### src/rtl/seg7_pkg.sv
// Shared definitions for the 7-segment scan capture block.
// Segment patterns are {a,b,c,d,e,f,g}, where a is bit 6.
package seg7_pkg;

  localparam logic [6:0] SEG7_0     = 7'h7E;
  localparam logic [6:0] SEG7_1     = 7'h30;
  localparam logic [6:0] SEG7_2     = 7'h6D;
  localparam logic [6:0] SEG7_3     = 7'h79;
  localparam logic [6:0] SEG7_4     = 7'h33;
  localparam logic [6:0] SEG7_5     = 7'h5B;
  localparam logic [6:0] SEG7_6     = 7'h5F;
  localparam logic [6:0] SEG7_6_ALT = 7'h1F;
  localparam logic [6:0] SEG7_7     = 7'h70;
  localparam logic [6:0] SEG7_7_ALT = 7'h72;
  localparam logic [6:0] SEG7_8     = 7'h7F;
  localparam logic [6:0] SEG7_9     = 7'h7B;
  localparam logic [6:0] SEG7_9_ALT = 7'h73;
  localparam logic [6:0] SEG7_BLANK = 7'h00;

  localparam logic [3:0] BCD_BLANK = 4'hF;
  localparam logic [3:0] BCD_ERR   = 4'hF;

  typedef struct packed {
    logic [3:0] bcd;
    logic       blank;
    logic       err;
  } decode_t;

endpackage

### src/rtl/seg7_pattern_decode.sv
// Combinational segment-pattern to BCD decoder.
// Alternate glyphs for 6, 7 and 9 are accepted.
module seg7_pattern_decode
  import seg7_pkg::*;
(
  input  logic [6:0] seg_in,
  output logic [3:0] bcd,
  output logic       blank,
  output logic       err
);

  always_comb begin
    bcd   = BCD_ERR;
    blank = 1'b0;
    err   = 1'b0;
    case (seg_in)
      SEG7_0:                 bcd = 4'd0;
      SEG7_1:                 bcd = 4'd1;
      SEG7_2:                 bcd = 4'd2;
      SEG7_3:                 bcd = 4'd3;
      SEG7_4:                 bcd = 4'd4;
      SEG7_5:                 bcd = 4'd5;
      SEG7_6, SEG7_6_ALT:     bcd = 4'd6;
      SEG7_7, SEG7_7_ALT:     bcd = 4'd7;
      SEG7_8:                 bcd = 4'd8;
      SEG7_9, SEG7_9_ALT:     bcd = 4'd9;
      SEG7_BLANK: begin
        bcd   = BCD_BLANK;
        blank = 1'b1;
      end
      default: begin
        bcd = BCD_ERR;
        err = 1'b1;
      end
    endcase
  end

endmodule

### src/rtl/seg7_scan_capture.sv
// Receive side of a multiplexed 7-segment bus. It debounces each digit window,
// decodes the segment pattern to BCD and presents complete frames on a valid/ready port.
module seg7_scan_capture
  import seg7_pkg::*;
#(
  parameter int NUM_DIGITS    = 4,
  parameter int STABLE_CYCLES = 4
) (
  input  logic                    clk,
  input  logic                    rst_n,
  input  logic [6:0]              seg_in,
  input  logic [NUM_DIGITS-1:0]   dig_en,
  output logic [4*NUM_DIGITS-1:0] bcd_out,
  output logic [NUM_DIGITS-1:0]   blank_out,
  output logic [NUM_DIGITS-1:0]   err_out,
  output logic                    out_valid,
  input  logic                    out_ready,
  output logic                    overrun
);

  localparam int CNT_W = $clog2(STABLE_CYCLES + 1);
  localparam logic [CNT_W-1:0] CNT_MAX = CNT_W'(STABLE_CYCLES);

  localparam logic [0:0] ST_COLLECT = 1'b0;
  localparam logic [0:0] ST_PRESENT = 1'b1;

  logic [0:0]              state, state_next;
  logic [NUM_DIGITS-1:0]   prev_dig;
  logic [6:0]              prev_seg;
  logic                    in_window;
  logic                    captured;
  logic [CNT_W-1:0]        cnt, cnt_next;
  logic [NUM_DIGITS-1:0]   cap_mask, cap_mask_next;
  logic [4*NUM_DIGITS-1:0] work_bcd;
  logic [NUM_DIGITS-1:0]   work_blank;
  logic [NUM_DIGITS-1:0]   work_err;

  logic       one_hot;
  logic       first;
  logic       capture;
  logic       captured_next;
  logic       frame_done;
  logic       xfer;
  logic       load;
  logic       drop;
  logic [3:0] dec_bcd;
  logic       dec_blank;
  logic       dec_err;
  decode_t    dec;

  // One decoder serves all digits because only one digit is enabled per cycle.
  seg7_pattern_decode u_decode (
    .seg_in (seg_in),
    .bcd    (dec_bcd),
    .blank  (dec_blank),
    .err    (dec_err)
  );

  assign dec = '{bcd: dec_bcd, blank: dec_blank, err: dec_err};

  assign one_hot = (dig_en != '0) && ((dig_en & (dig_en - 1'b1)) == '0);
  assign first   = one_hot && (!in_window || (dig_en != prev_dig));

  always_comb begin
    cnt_next = '0;
    if (one_hot) begin
      if (first || (seg_in != prev_seg)) begin
        cnt_next = CNT_W'(1);
      end else if (cnt == CNT_MAX) begin
        cnt_next = cnt;
      end else begin
        cnt_next = cnt + 1'b1;
      end
    end
  end

  // The captured flag from an earlier window is ignored on the first cycle of a new one.
  assign capture       = one_hot && (cnt_next == CNT_MAX) && (first || !captured);
  assign captured_next = one_hot && (capture || (!first && captured));

  assign frame_done    = &cap_mask;
  assign cap_mask_next = (frame_done ? '0 : cap_mask) | (capture ? dig_en : '0);

  assign out_valid = (state == ST_PRESENT);
  assign xfer      = out_valid && out_ready;
  assign load      = frame_done && (!out_valid || out_ready);
  assign drop      = frame_done && out_valid && !out_ready;

  always_comb begin
    state_next = state;
    case (state)
      ST_COLLECT: if (load)          state_next = ST_PRESENT;
      ST_PRESENT: if (xfer && !load) state_next = ST_COLLECT;
      default:                       state_next = ST_COLLECT;
    endcase
  end

  always_ff @(posedge clk or negedge rst_n) begin
    if (!rst_n) begin
      prev_dig  <= '0;
      prev_seg  <= '0;
      in_window <= 1'b0;
      captured  <= 1'b0;
      cnt       <= '0;
    end else begin
      prev_dig  <= dig_en;
      prev_seg  <= seg_in;
      in_window <= one_hot;
      captured  <= captured_next;
      cnt       <= cnt_next;
    end
  end

  always_ff @(posedge clk or negedge rst_n) begin
    if (!rst_n) begin
      cap_mask   <= '0;
      work_bcd   <= '0;
      work_blank <= '0;
      work_err   <= '0;
    end else begin
      cap_mask <= cap_mask_next;
      for (int unsigned i = 0; i < NUM_DIGITS; i++) begin
        if (capture && dig_en[i]) begin
          work_bcd[4*i +: 4] <= dec.bcd;
          work_blank[i]      <= dec.blank;
          work_err[i]        <= dec.err;
        end
      end
    end
  end

  always_ff @(posedge clk or negedge rst_n) begin
    if (!rst_n) begin
      state     <= ST_COLLECT;
      bcd_out   <= '0;
      blank_out <= '0;
      err_out   <= '0;
      overrun   <= 1'b0;
    end else begin
      state <= state_next;
      if (load) begin
        bcd_out   <= work_bcd;
        blank_out <= work_blank;
        err_out   <= work_err;
      end
      if (drop) begin
        overrun <= 1'b1;
      end else if (xfer) begin
        overrun <= 1'b0;
      end
    end
  end

endmodule

### config.mk
export PLATFORM = sky130hd
export DESIGN_NAME = seg7_scan_capture
export DESIGN_NICKNAME = d
export VERILOG_FILES = /design/src/rtl/seg7_pkg.sv /design/src/rtl/seg7_pattern_decode.sv /design/src/rtl/seg7_scan_capture.sv
export SDC_FILE = /design/constraint.sdc
export NUM_CORES = 1
export LEC_CHECK = 0
export ABC_AREA = 1
export BUFFER_PORTS_ARGS = -buffer_cell sky130_fd_sc_hd__clkbuf_2
export CORE_UTILIZATION = 60
export CTS_BUF_LIST = sky130_fd_sc_hd__clkbuf_16
export DETAILED_ROUTE_END_ITERATION = 8
export PLACE_DENSITY = 0.83
export SETUP_SLACK_MARGIN = 0.2
export SLEW_MARGIN = 20
export SYNTH_ARGS = -nofsm -noshare
export SYNTH_HDL_FRONTEND = slang
export SYNTH_SLANG_ARGS = --single-unit
### constraint.sdc
create_clock -name clk -period 2.9 [get_ports clk]
set_input_delay 0.58 -clock clk [delete_from_list [all_inputs] [get_ports clk]]
set_output_delay 0.58 -clock clk [all_outputs]
set_load 0.01 [all_outputs]
==> flow_summary.toml, run 1 <==
[setup_path]
setup.worst_path.end_class = "register"
r2r_start = "cnt[0]$_DFF_PN0_"
path_max_fanout = 7
crit_top_cell = "nand2_1"
rrSetupSlack_ns = 0.97
max_stage_delay_ns = 0.33
crit_slowest_cell = "nand4_1"
path_buf_inv = 3
timing.critical_path.from = "dig_en[2]"
path_depth = 13
critPathTopFamily = "simple AND/OR/NAND/NOR gates"
path_class = "input pin to register"
reg2regPathDepth = 10
cp_cell_sequence = "clkbuf_2 -> inv_2 -> nand2_1 -> nand2_1 -> nand2_1 -> nand2_1 -> inv_2 -> nand2_2 -> nand3_2 -> nor2_4 -> nand4_1 -> nand2_1 -> nand2_1"
required_ns = 3.12
critPathArrivalTime_ns = 2.18
start_kind = "input pin"

[global_routing]
grt.busiest_layer = "met2"
gr-usage-met1 = 0.313
grt_max_degree = 71
grt_usage = 0.260
met2_usage = 0.430
grt_pass1_vias = 2225
grt_pass1_wl_um = 10100
grt_overflow = 0
use_met3 = 0.0843
antenna_found_initial = 0

[synthesis]
synth_top_area_share = 0.575
synth_edf_count = 0
ys_ff_latch = 70
async_flop_share = 1.00
synth_area_leaders = "dfrtp_1 58%, nand2_1 15%, mux2_2 8.9%"
yosys.cell_types.count = 27
ys_warn_count = 0
ys.flop_type = "dfrtp_1"
synthCells = 323
synth.yosys.seq_area_share = 0.575
synthTopCellsByCount = "124 x nand2_1, 70 x dfrtp_1, 27 x inv_1"
yosys.cell_count.top_type = "nand2_1"
netlist_area_um2 = 3050
syn_nets = 339
postSynthAreaPerCell_um2 = 9.43
synth_area_leader_cell = "dfrtp_1"

[clocking]
cts_max_level = 3
clk_pin_slew_worst_paths_ns = 0.05
clockBufferDepth = 2
post_cts_resized = 0
cts_tree = "yes"
post_cts_buffers = 0
cts_root_buffer = "clkbuf_16"
cts_buffers = 9
clk-insertion-delay-late_ns = 0.33
cts_sinks = 70
hold_buffers = 0

[finish]
diodes = 0
final_core_utilization = 0.764
layout-drive-gt1-share = 0.262
fin_nets = 389
instances_no_fill = 445
fin_area_um2 = 3680
area_growth_pct = 20.8

[power]
p_leak_nw = 2.06
powerDensity_nw_per_um2 = 634
power.switching_w = 0.000481
comb_power_share = 0.048
swShare = 0.206
p_clk_frac = 0.526
p_seq_frac = 0.426
p_int_w = 0.00185
ir_worst_vdd_uv = 515

[routing]
ant_nets = 0
vias = 2300
first_pass_iters = 4
vias_per_cell = 5.17
drt-initial-drc-count = 127
routedWlPerCell_um = 13.7
drt_wl_total_um = 6090
drc = 0

[die]
start_util = 0.632
die_h_um = 73.2
core_um2 = 4820
num_rows = 25
die_area_um2 = 5360
io_pins = 40
die_w_um = 73.2

[placed_design]
dp_hpwl_um = 4040
dpl.cell_count = 429
gp_congestion = 0.939
dpl_cell_area_um2 = 3340
portBuffers = 39

[status]
status = "complete, no violations"

[timing]
finalSetupTns_ns = 0
fin_worst_skew_ns = 0.00499
finalSetupViolCount = 0
maxSlewViolCount = 0
fmax_ghz = 0.509
period_minus_slack_ns = 1.96
hold_violations = 0
slew_headroom = 0.647
rsz0062_at_grt = "false"
post-route-period-util = 0.677
worst_pin_slew_ns = 0.525

[flow_run]
max_cap_viol_count = 0

[min_path]
hold_class = "input pin to async pin"
[cell families after synthesis]
family,after synthesis,synth area share
simple gates,173,0.247
flops,70,0.575
xor+xnor,2,0.00575
compound gates,16,0.0300
buf+inv,36,0.0452
mux,24,0.0887
fa+ha+maj,2,0.00822
[metal layers]
layer	wire [µm]	vias to the layer above	share of wire
met3	281	9	0.046
met4	131	0	0.022
met1	2680	1106	0.44
met2	2990	64	0.49
li1	-	1121	-
met5	0	-	0
[final timing paths]
| check | to |
|---|---|
| max in group asynchronous | prev_seg[2]$_DFF_PN0_ |
| setup / recovery | work_bcd[8]$_DFFE_PN0P_ |
| setup reg to reg | work_bcd[8]$_DFFE_PN0P_ |
| min in group clk | prev_seg[1]$_DFF_PN0_ |
| hold reg to reg | work_bcd[12]$_DFFE_PN0P_ |
| hold / removal | in_window$_DFF_PN0_ |
[registers in the layout, summed over array words and instances, names as in the netlist]
name / count
bcd_out: 16
blank_out: 4
cap_mask: 4
captured: 1
cnt: 3
err_out: 4
in_window: 1
out_valid: 1
overrun: 1
prev_dig: 4
prev_seg: 7
work_bcd: 16
work_blank: 4
work_err: 4
[power groups by stage]
stage	clock, W	combinational [W]	sequential, W
after detailed placement	0	0.000109	0.00101
after floorplan	0	0.0000547	0.00101
after global routing	0.00128	0.000126	0.000996
after global placement	0	0.000107	0.00101
final	0.00123	0.000111	0.000995
after CTS	0.00124	0.000112	0.000995
[area by class of cell]
type | instances | area (µm²)
inverters | 34 | 128
repair buffers | 41 | 223
well taps | 67 | 83.8
clock buffers | 9 | 225
multi-input cells | 217 | 1160
flip-flops and latches | 70 | 1750
clock inverters | 7 | 113
fillers | 347 | 1140
[cell usage in the layout, fill, tap and decap left out, drive strengths merged]
cell type	synthesis	final
clkinvlp	0	2
nand3b	1	1
a21oi	4	4
ha	2	2
nor3	5	5
nor2	22	22
clkbuf	0	47
o31ai	1	1
a21o	1	1
nand3	12	12
buf	2	3
o21ai	9	9
nand2	126	126
inv	34	34
xnor2	1	1
xor2	1	1
mux2	24	24
clkinv	0	2
o211ai	1	1
nor4	2	2
dfrtp	70	70
nand4	5	5
bufinv	0	3
[stage by stage]
| stage | setup WS, ns | total power, W | hold WS [ns] |
|---|---|---|---|
| 6_report | 0.936 | 0.00233 | 0.272 |
| 5_1_grt | 0.806 | 0.00240 | 0.298 |
| 4_1_cts | 0.937 | 0.00235 | 0.282 |
| 3_5_place_dp | 0.664 | 0.00112 | 0.466 |
| 3_3_place_gp | 0.714 | 0.00112 | 0.463 |
| 2_1_floorplan | 1.16 | 0.00107 | 0.284 |
No activity file was read; power rests on OpenSTA's default activity.
==> run 2, diff against run 1 <==
--- a/config.mk
+++ b/config.mk
@@ -7,10 +7,10 @@
 export LEC_CHECK = 0
 export ABC_AREA = 1
 export BUFFER_PORTS_ARGS = -buffer_cell sky130_fd_sc_hd__clkbuf_2
-export CORE_UTILIZATION = 60
+export CORE_UTILIZATION = 51
 export CTS_BUF_LIST = sky130_fd_sc_hd__clkbuf_16
 export DETAILED_ROUTE_END_ITERATION = 8
-export PLACE_DENSITY = 0.83
+export PLACE_DENSITY = 0.76
 export SETUP_SLACK_MARGIN = 0.2
 export SLEW_MARGIN = 20
 export SYNTH_ARGS = -nofsm -noshare
==> constraint.sdc (replaced) <==
create_clock -name clk -period 1.64 [get_ports clk]
set_input_delay 0.328 -clock clk [delete_from_list [all_inputs] [get_ports clk]]
set_output_delay 0.328 -clock clk [all_outputs]
set_load 0.01 [all_outputs]
==> flow_summary.toml, run 2 (synthesis gave the netlist of run 1 again) <==
[timing]
whs_ns = 0.160
finalSetupTns_ns = -3.80
fin_ws_ns = -0.180
hold_violations = 0
slew_headroom = 0.621
period_minus_slack_ns = 1.82
fin_worst_skew_ns = 0.00803
rsz0062_at_grt = "true"
fmax_ghz = 0.550
worst_pin_slew_ns = 0.563
finalSetupViolCount = 27
post-route-period-util = 1.11
maxSlewViolCount = 0

[finish]
layout-drive-gt1-share = 0.387
diodes = 0
fin_area_um2 = 4230
layout_commonest_cell = "nand2_1"
multi_input_area_um2 = 1360
final_cell_mix = "116 x nand2_1, 70 x dfrtp_1, 39 x buf_4"
reg_top3 = "bcd_out (16), work_bcd (16), prev_seg (7)"
register_area_um2 = 1750
area_growth_pct = 38.8
fin_nets = 438
nFillCells = 363

[power]
powerDensity_nw_per_um2 = 925
p_int_w = 0.00303
p_leak_nw = 2.37
p_clk_frac = 0.479
power.switching_w = 0.000884
comb_power_share = 0.071
p_seq_frac = 0.450
ir_worst_vdd_uv = 637
swShare = 0.226

[setup_path]
r2r_start = "cnt[1]$_DFF_PN0_"
critPathArrivalTime_ns = 2.03
path_buf_inv = 3
crit_slowest_cell = "dfrtp_1"
path_max_fanout = 7
setup.worst_path.end_class = "register"
start_kind = "register"
cp_cell_sequence = "inv_2 -> ha_4 -> nand3b_1 -> o21ai_1 -> nor2_1 -> nand3_2 -> nor2_4 -> buf_4 -> nand4_1 -> buf_6 -> nand2_1 -> nand2_1"
rrSetupSlack_ns = -0.18
critPathTopFamily = "simple AND/OR/NAND/NOR gates"
crit_top_cell = "nand2_1"
path_class = "register to register"
required_ns = 1.86
timing.critical_path.from = "cnt[1]$_DFF_PN0_"
max_stage_delay_ns = 0.39

[routing]
drt-initial-drc-count = 168
first_pass_iters = 4
drt_wl_total_um = 7540
top_layer = "met4"
drc = 0
ant_nets = 0
vias_per_cell = 5.21
wl_met2_um = 3750
met1Wirelength_um = 3250
routedWlPerCell_um = 15.1
vias = 2595
met3_wirelength_um = 312

[clocking]
cts_sinks = 70
cts_root_buffer = "clkbuf_16"
cts_buffers = 9
clk_pin_slew_worst_paths_ns = 0.05
clk-insertion-delay-late_ns = 0.33
cts_tree = "yes"
cts_max_level = 3
clockBufferDepth = 2

[global_routing]
antenna_found_initial = 0
grt_pass1_vias = 2617
grt_max_degree = 37
grt_usage = 0.263
grt_pass1_wl_um = 12300
grt_overflow = 0

[placed_design]
pre_cts_slack_ns = -0.326
dpl_cell_area_um2 = 3610
portBuffers = 39
dp_hpwl_um = 4600
gp_congestion = 0.834

[status]
violations = "negative setup slack"
status = "finished with violations"

[die]
num_rows = 27
die_h_um = 79.3
io_pins = 40
die_area_um2 = 6280
core_um2 = 5640
start_util = 0.540
die_w_um = 79.3

[min_path]
min-delay-start = "seg_in[2]"
hold_class = "input pin to register"

[flow_run]
max_cap_viol_count = 0
-- run 2: per-layer routing --
metal  track usage  vias to the layer above
met3        0.0529                       22
li1              -                     1242
met1         0.324                     1249
met2         0.430                       82
met5             0                        -
met4         0.149                        0
-- run 2: layout make-up --
| cell class | count | area share |
|---|---|---|
| Clock buffer | 9 | 0.0533 |
| Multi-Input combinational cell | 219 | 0.322 |
| Timing Repair Buffer | 88 | 0.144 |
| Inverter | 34 | 0.0302 |
| Sequential cell | 70 | 0.414 |
| Tap cell | 72 | 0.0213 |
| Clock inverter | 6 | 0.0151 |
-- run 2: power groups by stage --
stage          combinational [W]  sequential, W  clock [W]
6_report                0.000279        0.00176    0.00187
5_1_grt                 0.000311        0.00176    0.00197
4_1_cts                 0.000268        0.00176    0.00189
3_5_place_dp            0.000253        0.00179          0
3_3_place_gp            0.000246        0.00179          0
2_1_floorplan          0.0000967        0.00179          0
-- run 2: per-stage QoR --
| stage | std cells | utilization | power, W |
|---|---|---|---|
| 2_1_floorplan | 323 | - | 0.00189 |
| 3_3_place_gp | 468 | 0.640 | 0.00203 |
| 3_5_place_dp | 468 | 0.640 | 0.00204 |
| 4_1_cts | 495 | 0.730 | 0.00391 |
| 5_1_grt | 498 | 0.749 | 0.00404 |
| 6_report | 498 | 0.749 | 0.00391 |
-- run 2: path summary, 6_finish.rpt --
path	to	depth (start not counted)
worst min register to register	work_blank[3]$_DFFE_PN0P_	2
worst min-delay path	prev_seg[2]$_DFF_PN0_	1
worst max register to register	work_bcd[10]$_DFFE_PN0P_	12
worst max-delay path	work_bcd[10]$_DFFE_PN0P_	12
min in group asynchronous	bcd_out[15]$_DFFE_PN0P_	2
max in group asynchronous	prev_seg[0]$_DFF_PN0_	3
-- run 2: timing repair --
| action | 4_1_cts | 5_1_grt |
|---|---|---|
| resized for setup | 35 | 25 |
| setup buffers | 9 | 3 |
| setup endpoints to repair | 54 | 55 |
| endpoints found under the hold margin | 14 | 0 |
| hold buffers | 1 | 0 |
| pin swaps | 15 | 17 |
| cloned | 2 | 0 |
